<file path="config.mk">
export PLATFORM = sky130hd
export DESIGN_NAME = ex_operand_bypass_flat
export DESIGN_NICKNAME = d
export VERILOG_FILES = /design/src/rtl/ex_operand_bypass_if.sv /design/src/rtl/ex_operand_bypass.sv /design/src/flat_wrapper.sv
export SDC_FILE = /design/constraint.sdc
export NUM_CORES = 1
export LEC_CHECK = 0
export ABC_AREA = 1
export ABC_CLOCK_PERIOD_IN_PS = 3830
export BUFFER_PORTS_ARGS = -buffer_cell sky130_fd_sc_hd__buf_2
export CAP_MARGIN = 30
export CORE_MARGIN = 4
export CORE_UTILIZATION = 54
export CTS_BUF_LIST = sky130_fd_sc_hd__clkbuf_8
export DETAILED_ROUTE_END_ITERATION = 7
export PLACE_DENSITY = 0.95
export SYNTH_ARGS = -nofsm -noshare
export SYNTH_HDL_FRONTEND = slang
export SYNTH_SLANG_ARGS = --single-unit
</file>
<file path="constraint.sdc">
create_clock -name clk -period 3.83 [get_ports clk]
set_clock_uncertainty 0.15 [all_clocks]
set_input_delay 0 -clock clk [delete_from_list [all_inputs] [get_ports clk]]
set_output_delay 0 -clock clk [all_outputs]
set_load 0.03 [all_outputs]
</file>
<file path="src/rtl/ex_operand_bypass_if.sv">
// Forwarding-control types and the EX operand-bypass bus interface.
// Latency: n/a (type and port-group declarations only).
// Backpressure: ex_ready_i from the consumer; op_valid_o/op_a_o/op_b_o hold while it is low.
// Ports (interface members): fw_cntrl_i, ex_valid_i, flush_i, ex_ready_i, rs1/rs2_data_i,
//   mem_result_i, mem_is_load_i, mem_load_valid_i, mem_load_data_i, wb_result_i  -> bypass
//   op_a_o, op_b_o, op_valid_o, stall_o, stall_cnt_o                             <- bypass

package core;
    typedef enum logic [1:0] {
        NONE_STAGE = 2'd0,
        MEM_STAGE  = 2'd1,
        WB_STAGE   = 2'd2
    } fw_stage_e;

    typedef enum logic [1:0] {
        RS_NONE = 2'd0,
        RS1     = 2'd1,
        RS2     = 2'd2,
        RS1_RS2 = 2'd3
    } fw_regs_e;

    typedef struct packed {
        fw_stage_e stage;
        fw_regs_e  regs;
    } fw_cntrl_bus_t;
endpackage

interface ex_operand_bypass_if #(
    parameter int XLEN  = 32,
    parameter int CNT_W = 16
);
    core::fw_cntrl_bus_t fw_cntrl_i;
    logic                ex_valid_i;
    logic                flush_i;
    logic                ex_ready_i;
    logic [XLEN-1:0]     rs1_data_i;
    logic [XLEN-1:0]     rs2_data_i;
    logic [XLEN-1:0]     mem_result_i;
    logic                mem_is_load_i;
    logic                mem_load_valid_i;
    logic [XLEN-1:0]     mem_load_data_i;
    logic [XLEN-1:0]     wb_result_i;
    logic [XLEN-1:0]     op_a_o;
    logic [XLEN-1:0]     op_b_o;
    logic                op_valid_o;
    logic                stall_o;
    logic [CNT_W-1:0]    stall_cnt_o;

    // Pipeline side: drives control/data, observes operands.
    modport master (
        output fw_cntrl_i, ex_valid_i, flush_i, ex_ready_i,
        output rs1_data_i, rs2_data_i, mem_result_i, mem_is_load_i,
        output mem_load_valid_i, mem_load_data_i, wb_result_i,
        input  op_a_o, op_b_o, op_valid_o, stall_o, stall_cnt_o
    );

    // Bypass unit side.
    modport slave (
        input  fw_cntrl_i, ex_valid_i, flush_i, ex_ready_i,
        input  rs1_data_i, rs2_data_i, mem_result_i, mem_is_load_i,
        input  mem_load_valid_i, mem_load_data_i, wb_result_i,
        output op_a_o, op_b_o, op_valid_o, stall_o, stall_cnt_o
    );
endinterface

</file>
<file path="src/rtl/ex_operand_bypass.sv">
// EX-stage operand bypass: selects rs/MEM/WB operands, interlocks on load-use, holds under backpressure.
// Latency: 0 cycles in PASS (combinational mux); load-use adds one cycle per missing load-data cycle.
// Backpressure: ex_ready_i low with valid operands captures them into hold regs and keeps them stable.
// Ports: clk, rst (sync, active-low), bus (ex_operand_bypass_if.slave).

module ex_operand_bypass #(
    parameter int XLEN  = 32,
    parameter int CNT_W = 16
) (
    input  logic                 clk,
    input  logic                 rst,
    ex_operand_bypass_if.slave   bus
);
    typedef enum logic [1:0] {
        PASS = 2'd0,
        WAIT = 2'd1,
        HOLD = 2'd2
    } state_e;

    state_e           r_state;
    logic [XLEN-1:0]  r_hold_a;
    logic [XLEN-1:0]  r_hold_b;
    logic [CNT_W-1:0] r_stall_cnt;

    logic             w_stage_fwd;
    logic             w_fwd_a;
    logic             w_fwd_b;
    logic [XLEN-1:0]  w_fwd_src;
    logic [XLEN-1:0]  w_mux_a;
    logic [XLEN-1:0]  w_mux_b;
    logic             w_luh;
    logic [XLEN-1:0]  w_op_a;
    logic [XLEN-1:0]  w_op_b;
    logic             w_op_valid;
    logic             w_stall;

    // Only explicit MEM/WB requests forward; any other stage value falls back to the register file.
    assign w_stage_fwd = (bus.fw_cntrl_i.stage == core::MEM_STAGE) ||
                         (bus.fw_cntrl_i.stage == core::WB_STAGE);
    assign w_fwd_a = w_stage_fwd && ((bus.fw_cntrl_i.regs == core::RS1) ||
                                     (bus.fw_cntrl_i.regs == core::RS1_RS2));
    assign w_fwd_b = w_stage_fwd && ((bus.fw_cntrl_i.regs == core::RS2) ||
                                     (bus.fw_cntrl_i.regs == core::RS1_RS2));

    // A load in MEM supplies its returned data rather than its address-calc ALU result.
    assign w_fwd_src = (bus.fw_cntrl_i.stage == core::MEM_STAGE) ?
                       (bus.mem_is_load_i ? bus.mem_load_data_i : bus.mem_result_i) :
                       bus.wb_result_i;

    assign w_mux_a = w_fwd_a ? w_fwd_src : bus.rs1_data_i;
    assign w_mux_b = w_fwd_b ? w_fwd_src : bus.rs2_data_i;

    assign w_luh = bus.ex_valid_i &&
                   (bus.fw_cntrl_i.stage == core::MEM_STAGE) &&
                   (bus.fw_cntrl_i.regs != core::RS_NONE) &&
                   bus.mem_is_load_i && !bus.mem_load_valid_i;

    always_comb begin
        w_op_a     = w_mux_a;
        w_op_b     = w_mux_b;
        w_op_valid = 1'b0;
        w_stall    = 1'b0;
        if (!rst) begin
            w_op_a = '0;
            w_op_b = '0;
        end else begin
            unique case (r_state)
                PASS: begin
                    w_op_valid = bus.ex_valid_i && !w_luh;
                    w_stall    = w_luh;
                end
                WAIT: begin
                    w_op_valid = bus.mem_load_valid_i;
                    w_stall    = !bus.mem_load_valid_i;
                end
                HOLD: begin
                    w_op_a     = r_hold_a;
                    w_op_b     = r_hold_b;
                    w_op_valid = 1'b1;
                end
                default: begin
                    w_op_valid = 1'b0;
                    w_stall    = 1'b0;
                end
            endcase
            // A killed instruction neither transfers nor freezes the front end.
            if (bus.flush_i) begin
                w_op_valid = 1'b0;
                w_stall    = 1'b0;
            end
        end
    end

    always_ff @(posedge clk) begin
        if (!rst) begin
            r_state     <= PASS;
            r_hold_a    <= '0;
            r_hold_b    <= '0;
            r_stall_cnt <= '0;
        end else begin
            if (w_stall && (r_stall_cnt != {CNT_W{1'b1}})) begin
                r_stall_cnt <= r_stall_cnt + 1'b1;
            end
            if (bus.flush_i) begin
                r_state <= PASS;
            end else begin
                unique case (r_state)
                    PASS: begin
                        if (w_luh) begin
                            r_state <= WAIT;
                        end else if (w_op_valid && !bus.ex_ready_i) begin
                            r_hold_a <= w_mux_a;
                            r_hold_b <= w_mux_b;
                            r_state  <= HOLD;
                        end
                    end
                    WAIT: begin
                        if (bus.mem_load_valid_i) begin
                            if (bus.ex_ready_i) begin
                                r_state <= PASS;
                            end else begin
                                r_hold_a <= w_mux_a;
                                r_hold_b <= w_mux_b;
                                r_state  <= HOLD;
                            end
                        end
                    end
                    HOLD: begin
                        if (bus.ex_ready_i) begin
                            r_state <= PASS;
                        end
                    end
                    default: r_state <= PASS;
                endcase
            end
        end
    end

    assign bus.op_a_o      = w_op_a;
    assign bus.op_b_o      = w_op_b;
    assign bus.op_valid_o  = w_op_valid;
    assign bus.stall_o     = w_stall;
    assign bus.stall_cnt_o = r_stall_cnt;

endmodule

</file>
<file path="src/flat_wrapper.sv">
// flat-port wrapper written by rule: the top's interface ports become plain ports
module ex_operand_bypass_flat 
#(
    parameter int XLEN  = 32,
    parameter int CNT_W = 16
)
  (clk, rst, bus_fw_cntrl_i, bus_ex_valid_i, bus_flush_i, bus_ex_ready_i, bus_rs1_data_i, bus_rs2_data_i, bus_mem_result_i, bus_mem_is_load_i, bus_mem_load_valid_i, bus_mem_load_data_i, bus_wb_result_i, bus_op_a_o, bus_op_b_o, bus_op_valid_o, bus_stall_o, bus_stall_cnt_o);
  ex_operand_bypass_if #(.XLEN(XLEN), .CNT_W(CNT_W)) bus_i ();
  input  logic clk;
  input  logic rst;
  input wire logic [$bits(bus_i.fw_cntrl_i)-1:0] bus_fw_cntrl_i;
  input wire logic [$bits(bus_i.ex_valid_i)-1:0] bus_ex_valid_i;
  input wire logic [$bits(bus_i.flush_i)-1:0] bus_flush_i;
  input wire logic [$bits(bus_i.ex_ready_i)-1:0] bus_ex_ready_i;
  input wire logic [$bits(bus_i.rs1_data_i)-1:0] bus_rs1_data_i;
  input wire logic [$bits(bus_i.rs2_data_i)-1:0] bus_rs2_data_i;
  input wire logic [$bits(bus_i.mem_result_i)-1:0] bus_mem_result_i;
  input wire logic [$bits(bus_i.mem_is_load_i)-1:0] bus_mem_is_load_i;
  input wire logic [$bits(bus_i.mem_load_valid_i)-1:0] bus_mem_load_valid_i;
  input wire logic [$bits(bus_i.mem_load_data_i)-1:0] bus_mem_load_data_i;
  input wire logic [$bits(bus_i.wb_result_i)-1:0] bus_wb_result_i;
  output wire logic [$bits(bus_i.op_a_o)-1:0] bus_op_a_o;
  output wire logic [$bits(bus_i.op_b_o)-1:0] bus_op_b_o;
  output wire logic [$bits(bus_i.op_valid_o)-1:0] bus_op_valid_o;
  output wire logic [$bits(bus_i.stall_o)-1:0] bus_stall_o;
  output wire logic [$bits(bus_i.stall_cnt_o)-1:0] bus_stall_cnt_o;
  assign bus_i.fw_cntrl_i = bus_fw_cntrl_i;
  assign bus_i.ex_valid_i = bus_ex_valid_i;
  assign bus_i.flush_i = bus_flush_i;
  assign bus_i.ex_ready_i = bus_ex_ready_i;
  assign bus_i.rs1_data_i = bus_rs1_data_i;
  assign bus_i.rs2_data_i = bus_rs2_data_i;
  assign bus_i.mem_result_i = bus_mem_result_i;
  assign bus_i.mem_is_load_i = bus_mem_is_load_i;
  assign bus_i.mem_load_valid_i = bus_mem_load_valid_i;
  assign bus_i.mem_load_data_i = bus_mem_load_data_i;
  assign bus_i.wb_result_i = bus_wb_result_i;
  assign bus_op_a_o = bus_i.op_a_o;
  assign bus_op_b_o = bus_i.op_b_o;
  assign bus_op_valid_o = bus_i.op_valid_o;
  assign bus_stall_o = bus_i.stall_o;
  assign bus_stall_cnt_o = bus_i.stall_cnt_o;
  ex_operand_bypass #(.XLEN(XLEN), .CNT_W(CNT_W)) u_core (.clk(clk), .rst(rst), .bus(bus_i));
endmodule
</file>
== After elaboration in Yosys (flattened, before gate mapping) ==
Index checks and enable logic that the tools add are counted.
Storage, ports and cells
  bits in registers: 82
  input bits: 171
  output and inout bits: 82
  logic and storage cells: 72
Operators by class
  add/subtract/negate cells: 1
  equal/unequal tests: 14
  mux-type cells: 30
  bitwise gates (word level): 2
  reduce and logical (&&, ||, !) cells: 21
Operators with widths (number)
  32-bit two-way mux: 16
  32-bit one-hot mux with 2 select lines: 2
  16-bit by 1-bit adder with 16-bit output, second input constant: 1
  16-bit != test, second input constant: 1
  2-bit two-way mux: 5
  1-bit logical AND: 9
  2-bit == test, second input constant: 4
  2-bit != test, second input constant: 4
  2-bit by 1-bit == test with 1-bit output, second input constant: 3
  2-bit one-hot mux with 3 select lines: 1
  6-bit AND reduction: 1
  1-bit two-way mux: 4
  2-bit nonzero test: 2
  1-bit logical NOT: 3
  1-bit logical OR: 3
  3-bit by 1-bit != test with 1-bit output, second input constant: 1
  1-bit one-hot mux with 3 select lines: 1
  3-bit AND reduction: 1
  2-bit logical NOT: 1
  2-bit by 1-bit != test with 1-bit output, second input constant: 1
  1-bit inverter: 2
  1-bit one-hot mux with 2 select lines: 1
  2-bit OR reduction: 1

== Depth between registers and ports, before layout ==
Gate-level depths: netlist (run 1).
  depth in word-level cells: 14
  mapped depth: 15
  gate-level depth less buffers: 12

== Worst setup path before layout (run 1) ==
OpenSTA, ideal clock, no wires.
  path kind: register to register
  start point: register u_core.r_stall_cnt[1], in the netlist u_core.bus.stall_cnt_o[1]
  end point: register u_core.r_stall_cnt[9], in the netlist u_core.bus.stall_cnt_o[9]
  setup time: 0.070 ns
  arrival: 1.695 ns
  data required time: 3.610 ns
  slack: 1.914 ns
  stages on the path, launching flop included: 9
  path buffers: 1
  period minus slack after synthesis: 1.916 ns
  cells stage by stage: dfxtp_1 -> ha_1 -> nand3_1 -> inv_1 -> nand4_1 -> nand2_2 -> buf_2 -> nand2_1 -> a21oi_1
Between the ends
  longest elaborated chain between the ends: 2
  elaborated cells between the ends (all ways): 3
  those cells by class: add/sub (1); eq/ne (1); reduce/logical (1)
RTL lines
  start, declared: RTL line ex_operand_bypass.sv:23  | logic [CNT_W-1:0] r_stall_cnt;
  start signal, assigned: RTL line ex_operand_bypass.sv:102  | r_stall_cnt <= r_stall_cnt + 1'b1;
  parallel branches: the longest is 2 deep, another holds 16-bit by 1-bit adder with 16-bit output
Parallel ways; which one is timed is not known.
A chain may end at the register's enable or synchronous reset.

== Worst setup path after layout (run 1) ==
  start point: input rst
  end point: register u_core.r_hold_a[17]
Between the ends
  longest elaborated chain between the ends: 4
RTL lines
  start, declared: RTL line flat_wrapper.sv:10  | input logic rst;
  1-bit two-way mux: RTL line ex_operand_bypass.sv:63  | if (!rst) begin
  1-bit logical AND: RTL line ex_operand_bypass.sv:111  | end else if (w_op_valid && !bus.ex_ready_i) begin
  2-bit by 1-bit != test with 1-bit output (no source line)
  6-bit AND reduction (no source line)
  end signal, assigned: RTL line ex_operand_bypass.sv:112  | r_hold_a <= w_mux_a;
  end signal, assigned: RTL line ex_operand_bypass.sv:122  | r_hold_a <= w_mux_a;
  end, declared: RTL line ex_operand_bypass.sv:21  | logic [XLEN-1:0] r_hold_a;
Parallel ways exist; a longest one is shown, timed or not.

==> impl_metrics.py, run 1 <==
metrics = {
    "run_status": {
        "status": "complete, no violations",
    },
    "timing": {
        "worst_slack_ns": 0.720,
        "slew_viol_final": 0,
        "worst_pin_slew_ns": 0.984,
        "rsz0062_at_grt": "false",
        "fmax_ghz": 0.322,
        "relSlewSlack": 0.344,
        "finalCritPeriodShare": 0.812,
        "setup_viol": 0,
        "hold_viol": 0,
        "layout_min_cycle_time_ns": 3.11,
        "finalSetupTns_ns": 0,
        "hold_ws_ns": 0.0252,
    },
    "placement": {
        "numPlacedInstances": 1336,
        "pre_cts_ws_ns": 1.51,
        "hpwl_mm": 15.2,
        "io_buffers": 252,
        "gp_congestion": 0.953,
    },
    "cells_and_area": {
        "area_growth_pct": 36.0,
        "multi_input_area_um2": 3680,
        "drive_gt1_frac": 0.236,
        "utilization": 0.754,
        "final-seq-area_um2": 1640,
        "final_cells": 1439,
        "final_common_cell": "nand2_1",
        "fillers": 822,
        "final_cell_mix": "nand2_1, buf_2, nand3_1",
        "nets": 1468,
    },
    "detailed_routing": {
        "wl_mm": 24.7,
        "dr.first_iter.drc_count": 1132,
        "via_per_inst": 5.78,
        "dr.pass1.iters": 6,
        "avgRoutedWirePerCell_um": 17.1,
        "vias": 8324,
        "ant_nets": 0,
        "drc": 0,
    },
    "floorplan": {
        "dieArea_um2": 13000,
        "die_y_um": 114,
        "die_x_um": 114,
        "start_util": 0.555,
        "ios": 253,
        "core_area_um2": 10900,
        "placementRows": 38,
    },
    "worst_setup_path": {
        "worstSetupEndpointType": "flop",
        "start_kind": "input pin",
        "crit_fanout": 61,
        "crit_type": "input pin to flop",
        "required_ns": 3.94,
        "critPathArrivalTime_ns": 3.22,
    },
    "pwr": {
        "power.density_nw_per_um2": 287,
        "ir_drop_uv": 215,
        "p_leak_nw": 4.11,
    },
    "clocking": {
        "cts_buffers": 9,
        "clk_latency_ns": 0.36,
        "cts.htree.levels": 3,
        "ctsRootBufferMaster": "clkbuf_8",
        "ctsResizeCount": 0,
        "cts_buffer_depth": 2,
        "clock_sinks": 82,
        "cts.reportedPaths.clkPinSlew_ns": 0.08,
        "postCtsSetupBuffers": 0,
        "cts_tree": "done",
    },
    "synth": {
        "synth_cells": 1018,
        "syn_avg_cell_area_um2": 5.96,
        "syn-num-nets": 1191,
        "synth_cell_types": 28,
        "synth_seq_cells": 82,
        "ys_seq_area_frac": 0.271,
        "yosysWarnings": 0,
        "netlist_area_um2": 6070,
    },
    "run": {
        "cap_violations": 0,
    },
    "global_route": {
        "antenna_found_initial": 1,
        "grt_max_degree": 99,
        "grt_pass1_wl_mm": 37.6,
        "grtUsageTotal": 0.365,
        "grt_pass1_vias": 7668,
        "grt_overflow": 0,
    },
    "worst_hold_path": {
        "worstHoldPathType": "input pin to flop",
    },
}
==> final timing paths <==
kind | from | endpoint | slack (ns) | depth (start not counted)
worst max-delay path | rst | u_core.r_hold_a[17] | 0.72 | 11
worst min-delay path | bus_wb_result_i[30] | u_core.r_hold_b[30] | 0.03 | 7
worst max register to register | u_core.r_state[0] | u_core.r_hold_a[17] | 0.93 | 11
worst min register to register | u_core.r_hold_a[31] | u_core.r_hold_a[31] | 0.34 | 2
==> layout make-up <==
type	instances	area share
diodes	1	0.000303
clock buffers	9	0.0150
clock inverters	5	0.00698
inverters	84	0.0382
multi-input cells	766	0.447
flip-flops and latches	82	0.199
well taps	140	0.0212
repair buffers	352	0.272
==> per-stage QoR <==
stage / cell area, um2 / power, W
detailed placement: 7180 / 0.00166
global placement: 7180 / 0.00165
global route: 8240 / 0.00249
CTS: 8240 / 0.00233
finish: 8250 / 0.00237
floorplan: 6070 / 0.00143
==> kinds of logic (layout without fill, tap and decap cells) <==
| logic type | Yosys count | count (layout) | synth area share |
|---|---|---|---|
| AND/OR/NAND/NOR | 508 | 508 | 0.346 |
| AO/OA/AOI/OAI | 245 | 245 | 0.235 |
| buffers and inverters | 170 | 450 | 0.128 |
| flip-flops | 82 | 82 | 0.271 |
| XOR/XNOR | 11 | 11 | 0.0159 |
| adder cells (fa/ha/maj) | 2 | 2 | 0.00412 |
| other | 0 | 1 | 0 |
==> metal layers <==
| metal | global-route usage | wire length (um) |
|---|---|---|
| met1 | 0.410 | 9120 |
| met2 | 0.603 | 11600 |
| met3 | 0.108 | 2460 |
| met4 | 0.232 | 1470 |
| met5 | 0 | 11 |
==> synthesized netlist by cell type <==
cell / instances / area (um2)
o21ai_0: 57 / 285
buf_2: 18 / 90.1
nand2_1: 303 / 1140
buf_6: 11 / 124
nand2_2: 3 / 18.8
nor2_1: 78 / 293
buf_1: 6 / 22.5
nor2_2: 2 / 12.5
xnor2_1: 6 / 52.6
xor2_1: 5 / 43.8
inv_1: 79 / 297
o21ai_1: 41 / 205
nand3_2: 1 / 10.0
nor3_2: 1 / 10.0
buf_8: 1 / 15.0
nand3_1: 106 / 531
a21oi_1: 72 / 360
nand4_1: 6 / 37.5
inv_2: 5 / 18.8
o211ai_1: 64 / 480
buf_4: 6 / 45.0
ha_1: 2 / 25.0
dfxtp_1: 82 / 1640
or2_1: 1 / 6.26
clkbuf_1: 44 / 165
nor3_1: 4 / 20.0
a21oi_2: 11 / 96.3
nand3b_1: 3 / 22.5
==> critical path: stages <==
cell           delay [ns]
dlygate4sd3_1        0.54
buf_4                0.44
nand2_1              0.20
a21oi_1              0.21
nand3_2              0.13
nand2_4              0.52
buf_4                0.38
nand3_1              0.10
nand2_1              0.08
dlygate4sd3_1        0.56
nor2_1               0.04
==> power by group <==
part / switching [W] / leakage, nW / total [W] / internal, W
clock network: 0.000321 / 0.0949 / 0.000615 / 0.000294
logic: 0.000548 / 3.35 / 0.000852 / 0.000304
registers: 0.0000183 / 0.665 / 0.000900 / 0.000882
==> sequential cells by signal (all words and copies together), names as in the netlist <==
register and count:
u_core.r_hold_a 32, u_core.r_hold_b 32, u_core.bus.stall_cnt_o 16, u_core.r_state 2
==> repair_timing <==
item                                    CTS  global route
hold buffers                             88             0
hold endpoints to repair                 70             0
endpoints found under the setup margin    0             0
(Power assumes the default switching activity.)
==> run 2: changes to the inputs <==
Settings changed: ABC_AREA 1 to 0, ABC_CLOCK_PERIOD_IN_PS 3830 to 2520, CORE_UTILIZATION 54 to 44, PLACE_DENSITY 0.95 to 0.88.
Clock period 3.83 ns to 2.52 ns, I/O delays scaled along.
==> run 2 against run 1 <==
Via count is 17% lower. Power is 49% higher. Sequential power is 50% higher. Non-clock buffer count is 13 lower. Core utilization is 11 points lower. Clock power is 74% higher. Global-route usage is 9.4 points lower. Synthesized area is 11% lower. Sequential share of layout area is 1.4 points higher. Routed wire length is 18% lower. Die area is 9.0% higher. Critical endpoint is now bus_op_a_o[12]. Largest cell class unchanged. Largest power group unchanged. Highest routed layer is now met4.
==> impl_metrics.py, run 2 <==
metrics = {
    "run_status": {
        "status": "complete, no violations",
    },
    "synth": {
        "synthTopCellsByArea": "dfxtp_1, a211oi_1, nor2_1",
        "yosys.area.top_type": "dfxtp_1",
        "netlist_area_um2": 5420,
        "synth_top_area_frac": 0.303,
        "synth_common_cells": "nor2_1, a211oi_1, dfxtp_1",
        "post-synth-top-count-cell": "nor2_1",
        "synth_edf_count": 0,
        "synth_flop_cell": "dfxtp_1",
        "yosysWarnings": 0,
        "synth_cell_types": 44,
        "synth_seq_cells": 82,
        "ys_seq_area_frac": 0.303,
        "syn-num-nets": 912,
        "synth_cells": 739,
        "syn_avg_cell_area_um2": 7.33,
        "async_flop_share": 0,
    },
    "clocking": {
        "cts.htree.levels": 3,
        "clock_sinks": 82,
        "ctsResizeCount": 0,
        "ctsRootBufferMaster": "clkbuf_8",
        "cts_buffer_depth": 2,
        "cts_tree": "done",
        "postCtsSetupBuffers": 0,
        "clk_latency_ns": 0.36,
        "cts_buffers": 9,
        "cts.reportedPaths.clkPinSlew_ns": 0.09,
    },
    "timing": {
        "fmax_ghz": 0.439,
        "setup_viol": 0,
        "rsz0062_at_grt": "false",
        "layout_min_cycle_time_ns": 2.28,
        "worst_slack_ns": 0.244,
        "worst_pin_slew_ns": 0.856,
        "relSlewSlack": 0.429,
        "finalCritPeriodShare": 0.903,
        "hold_viol": 0,
        "finalSetupTns_ns": 0,
        "slew_viol_final": 0,
    },
    "global_route": {
        "grt_pass1_vias": 6451,
        "grt_pass1_wl_mm": 31.9,
        "grt_max_degree": 88,
        "antenna_found_initial": 0,
        "grt_overflow": 0,
        "grtUsageTotal": 0.272,
    },
    "placement": {
        "hpwl_mm": 13.3,
        "io_buffers": 252,
        "pre_cts_ws_ns": 0.451,
        "gp_congestion": 0.926,
    },
    "detailed_routing": {
        "wl_met1_mm": 7.89,
        "top_layer_used": "met4",
        "dr.first_iter.drc_count": 722,
        "wl_mm": 20.2,
        "wl_met3_mm": 1.91,
        "ant_nets": 0,
        "vias": 6949,
        "wl_met2_mm": 9.40,
        "drc": 0,
        "dr.pass1.iters": 6,
        "via_per_inst": 6.00,
        "avgRoutedWirePerCell_um": 17.4,
    },
    "cells_and_area": {
        "final_cell_mix": "buf_2, nor2_1, a211oi_1",
        "n_antenna_cell": 0,
        "fillers": 990,
        "drive_gt1_frac": 0.295,
        "area_growth_pct": 42.2,
        "final_common_cell": "buf_2",
        "nets": 1181,
    },
    "worst_setup_path": {
        "worstSetupEndpointType": "primary output",
        "crit_type": "flop to primary output",
        "required_ns": 2.37,
        "crit_chain": "inv_1, nand2_4, buf_12, buf_4, nor2_1, a211oi_1, buf_2",
        "slowest_stage": "dfxtp_1",
        "crit_path_max_incr_delay_ns": 0.38,
        "critPathArrivalTime_ns": 2.13,
        "start_kind": "flop",
        "crit_fanout": 51,
    },
    "worst_hold_path": {
        "worstHoldPathType": "input pin to flop",
    },
    "pwr": {
        "ir_drop_uv": 249,
        "p_leak_nw": 3.46,
        "power.density_nw_per_um2": 457,
    },
    "floorplan": {
        "die_y_um": 119,
        "dieArea_um2": 14200,
        "die_x_um": 119,
        "placementRows": 40,
        "start_util": 0.451,
        "core_area_um2": 12000,
        "ios": 253,
    },
    "run": {
        "cap_violations": 0,
    },
}
[run 2: where the power goes]
part | switching, W | total, W | leakage [nW] | internal [W]
logic | 0.000665 | 0.00110 | 2.69 | 0.000438
registers | 0.0000194 | 0.00135 | 0.665 | 0.00133
clock network | 0.000509 | 0.00107 | 0.106 | 0.000559
total | 0.00119 | 0.00352 | 3.46 | 0.00233
[run 2: timing repair]
action	in CTS	in global routing
hold endpoints to repair	73	0
hold buffers	67	0
setup endpoints to repair	0	0
[run 2: through the flow]
| stage | std cells | power [W] | hold slack (ns) | area, um2 | utilization |
|---|---|---|---|---|---|
| 6_report | 1159 | 0.00352 | 0.0279 | 7710 | 0.642 |
| 5_1_grt | 1159 | 0.00368 | 0.0275 | 7710 | 0.642 |
| 4_1_cts | 1159 | 0.00352 | 0.00128 | 7710 | 0.642 |
| 3_5_place_dp | 1077 | 0.00237 | 0.0419 | 6820 | 0.568 |
| 3_3_place_gp | 1077 | 0.00236 | 0.0439 | 6820 | 0.568 |
| 2_1_floorplan | 739 | 0.00201 | -0.0784 | 5420 | - |
[run 2: cells by family (layout without fill, tap and decap cells)]
| family | count (synthesis) | in the layout | share of synthesized area |
|---|---|---|---|
| buffers and inverters | 87 | 360 | 0.0658 |
| multiplexers | 39 | 39 | 0.0720 |
| AND/OR/NAND/NOR | 246 | 246 | 0.197 |
| adder cells (fa/ha/maj) | 2 | 2 | 0.00462 |
| flip-flops | 82 | 82 | 0.303 |
| AO/OA/AOI/OAI | 283 | 283 | 0.358 |
[run 2: path summary, 6_finish.rpt]
| path | startpoint | to | slack (ns) | depth (start not counted) |
|---|---|---|---|---|
| worst max register to register | u_core.r_state[1] | u_core.r_state[1] | 0.56 | 5 |
| worst min-delay path | bus_wb_result_i[19] | u_core.r_hold_a[19] | 0.03 | 5 |
| worst min register to register | u_core.bus.stall_cnt_o[14] | u_core.bus.stall_cnt_o[14] | 0.34 | 2 |
| worst max-delay path | u_core.r_state[0] | bus_op_a_o[12] | 0.24 | 7 |
[run 2: layout make-up]
| cell class | count | area [um2] | area share |
|---|---|---|---|
| clock buffer | 9 | 124 | 0.0161 |
| clock inverter | 6 | 90.1 | 0.0117 |
| inverter | 6 | 25.0 | 0.00325 |
| multi-input combinational | 570 | 3450 | 0.447 |
| sequential | 82 | 1640 | 0.213 |
| tap | 147 | 184 | 0.0239 |
| timing repair buffer | 339 | 2190 | 0.285 |
[run 2: worst max-delay path, delay by kind of cell (launching register included)]
kind	cells	cell delay (ns)
buffers and inverters	4	0.84
AOI/OAI and AO/OA	1	0.25
DFF	1	0.38
and+or+nand+nor	2	0.27
[run 2: routing by layer]
metal  GRT usage  up-vias
li1            -     3289
met1       0.342     3127
met2       0.422      434
met3      0.0779       99
met4       0.140        0
met5           0        -
==> run 3: changes to the inputs <==
Settings changed: CORE_ASPECT_RATIO set to 0.75, MAX_ROUTING_LAYER set to met4.
==> run 3 against run 2 <==
Fmax is 5.1% lower. Routed wire length up 12%. Flip-flop and latch count unchanged. Largest power group unchanged. Highest routed layer unchanged.
==> impl_metrics.py, run 3 (synthesis gave the netlist of run 2 again) <==
metrics = {
    "run_status": {
        "status": "complete, no violations",
    },
    "detailed_routing": {
        "ant_nets": 0,
        "drc": 0,
        "via_per_inst": 6.16,
        "vias": 7321,
        "avgRoutedWirePerCell_um": 19.0,
        "dr.first_iter.drc_count": 905,
        "wl_mm": 22.6,
        "dr.pass1.iters": 7,
    },
    "pwr": {
        "p_leak_nw": 3.50,
        "ir_drop_uv": 293,
        "power.density_nw_per_um2": 446,
    },
    "timing": {
        "relSlewSlack": 0.520,
        "setup_viol": 0,
        "worst_slack_ns": 0.123,
        "fmax_ghz": 0.417,
        "finalCritPeriodShare": 0.951,
        "layout_min_cycle_time_ns": 2.40,
        "slew_viol_final": 0,
        "worst_pin_slew_ns": 0.720,
        "hold_viol": 0,
        "rsz0062_at_grt": "false",
        "finalSetupTns_ns": 0,
    },
    "worst_setup_path": {
        "crit_type": "flop to primary output",
        "crit_chain": "inv_1, nand2_4, buf_12, nor2_1, a211oi_1, buf_2",
        "crit_end": "bus_op_b_o[15]",
        "crit_family": "buffers and inverters",
        "critPathArrivalTime_ns": 2.25,
        "cp-startpoint": "u_core.r_state[0]",
        "crit_path_max_incr_delay_ns": 0.43,
        "required_ns": 2.37,
        "path_buf_inv": 3,
        "worstSetupEndpointType": "primary output",
        "slowest_stage": "a211oi_1",
        "cp.depth": 6,
        "reg2reg_depth": 6,
        "worstReg2RegStart": "u_core.bus.stall_cnt_o[0]",
        "start_kind": "flop",
        "crit_fanout": 36,
        "reg2reg_slack_ns": 0.56,
        "r2r_end": "u_core.bus.stall_cnt_o[9]",
    },
    "clocking": {
        "cts_buffers": 9,
        "cts.reportedPaths.clkPinSlew_ns": 0.08,
        "clk_latency_ns": 0.34,
        "holdBufCountCts": 67,
        "postCtsSetupBuffers": 0,
        "ctsRootBufferMaster": "clkbuf_8",
        "cts_buffer_depth": 2,
        "ctsResizeCount": 0,
        "clock_sinks": 82,
        "cts_tree": "done",
        "cts.htree.levels": 3,
    },
    "placement": {
        "io_buffers": 252,
        "gp_congestion": 0.960,
        "numPlacedInstances": 1102,
        "hpwl_mm": 15.0,
        "detailed_place.area_um2": 6890,
        "pre_cts_ws_ns": 0.513,
    },
    "global_route": {
        "use_met3": 0.0711,
        "grtUsageTotal": 0.314,
        "grt_busiest_layer": "met2",
        "met1_usage": 0.414,
        "use_met2": 0.464,
        "grt_max_degree": 68,
        "antenna_found_initial": 3,
        "grt_pass1_wl_mm": 35.3,
        "grt_overflow": 0,
        "grt_pass1_vias": 6736,
    },
    "floorplan": {
        "start_util": 0.458,
        "placementRows": 34,
        "die_y_um": 104,
        "dieArea_um2": 14200,
        "core_area_um2": 11800,
        "die_x_um": 136,
        "ios": 253,
    },
    "cells_and_area": {
        "final_cells": 1189,
        "nets": 1191,
        "final_common_cell": "buf_2",
        "fillers": 968,
        "final_cell_mix": "buf_2, nor2_1, a211oi_1",
        "final_area_um2": 7770,
        "utilization": 0.657,
        "drive_gt1_frac": 0.301,
        "area_growth_pct": 43.3,
    },
    "run": {
        "cap_violations": 0,
    },
    "worst_hold_path": {
        "worstHoldPathType": "input pin to flop",
    },
}
## run 3: changes by cell type in the layout (fill, tap and decap cells not counted), moves of 2 or more
cell	previous run	this run
buf_12	9	7
buf_4	11	23
clkinv_4	0	2
diode_2	0	5
inv_6	2	0
## run 3: per-stage QoR
stage               total power, W  hold slack (ns)
global route               0.00361           0.0401
global placement           0.00239           0.0401
finish                     0.00346           0.0240
detailed placement         0.00240           0.0420
floorplan                  0.00201          -0.0784
CTS                        0.00343           0.0116
## run 3: worst min-delay path by stage
stage	start	end	slack [ns]	cells after the start
6_report	bus_wb_result_i[1]	u_core.r_hold_b[1]	0.02	5
5_1_grt	bus_wb_result_i[7]	u_core.r_hold_a[7]	0.04	5
4_1_cts	bus_wb_result_i[1]	u_core.r_hold_b[1]	0.01	5
3_5_place_dp	bus_ex_ready_i	u_core.r_state[1]	0.04	2
3_3_place_gp	bus_ex_ready_i	u_core.r_state[1]	0.04	2
2_1_floorplan	bus_ex_ready_i	u_core.r_state[1]	-0.08	1
## run 3: power by group
part           leakage [nW]  internal, W  switching (W)
registers             0.665      0.00133      0.0000205
logic                  2.73     0.000445       0.000700
clock network         0.104     0.000479       0.000488
total                  3.50      0.00226        0.00121
## run 3: routing by layer
metal / wire length, um / vias up
met3: 2610 / 129
li1: - / 3311
met5: 0 / -
met2: 9980 / 594
met4: 1200 / 0
met1: 8810 / 3287
## run 3: final cells by class
class / instances / area, um2 / area share
Multi-Input combinational cell: 570 / 3450 / 0.444
Tap cell: 162 / 203 / 0.0261
Inverter: 6 / 25.0 / 0.00322
Timing Repair Buffer: 349 / 2240 / 0.289
Sequential cell: 82 / 1640 / 0.211
Clock buffer: 10 / 138 / 0.0177
Antenna cell: 5 / 12.5 / 0.00161
Clock inverter: 5 / 56.3 / 0.00725
## run 3: worst min-delay path, cell delays in order
cell and delay, ns:
buf_2 0.08, nor2_1 0.04, nor2_1 0.08, a22oi_1 0.08
a211oi_1 0.19
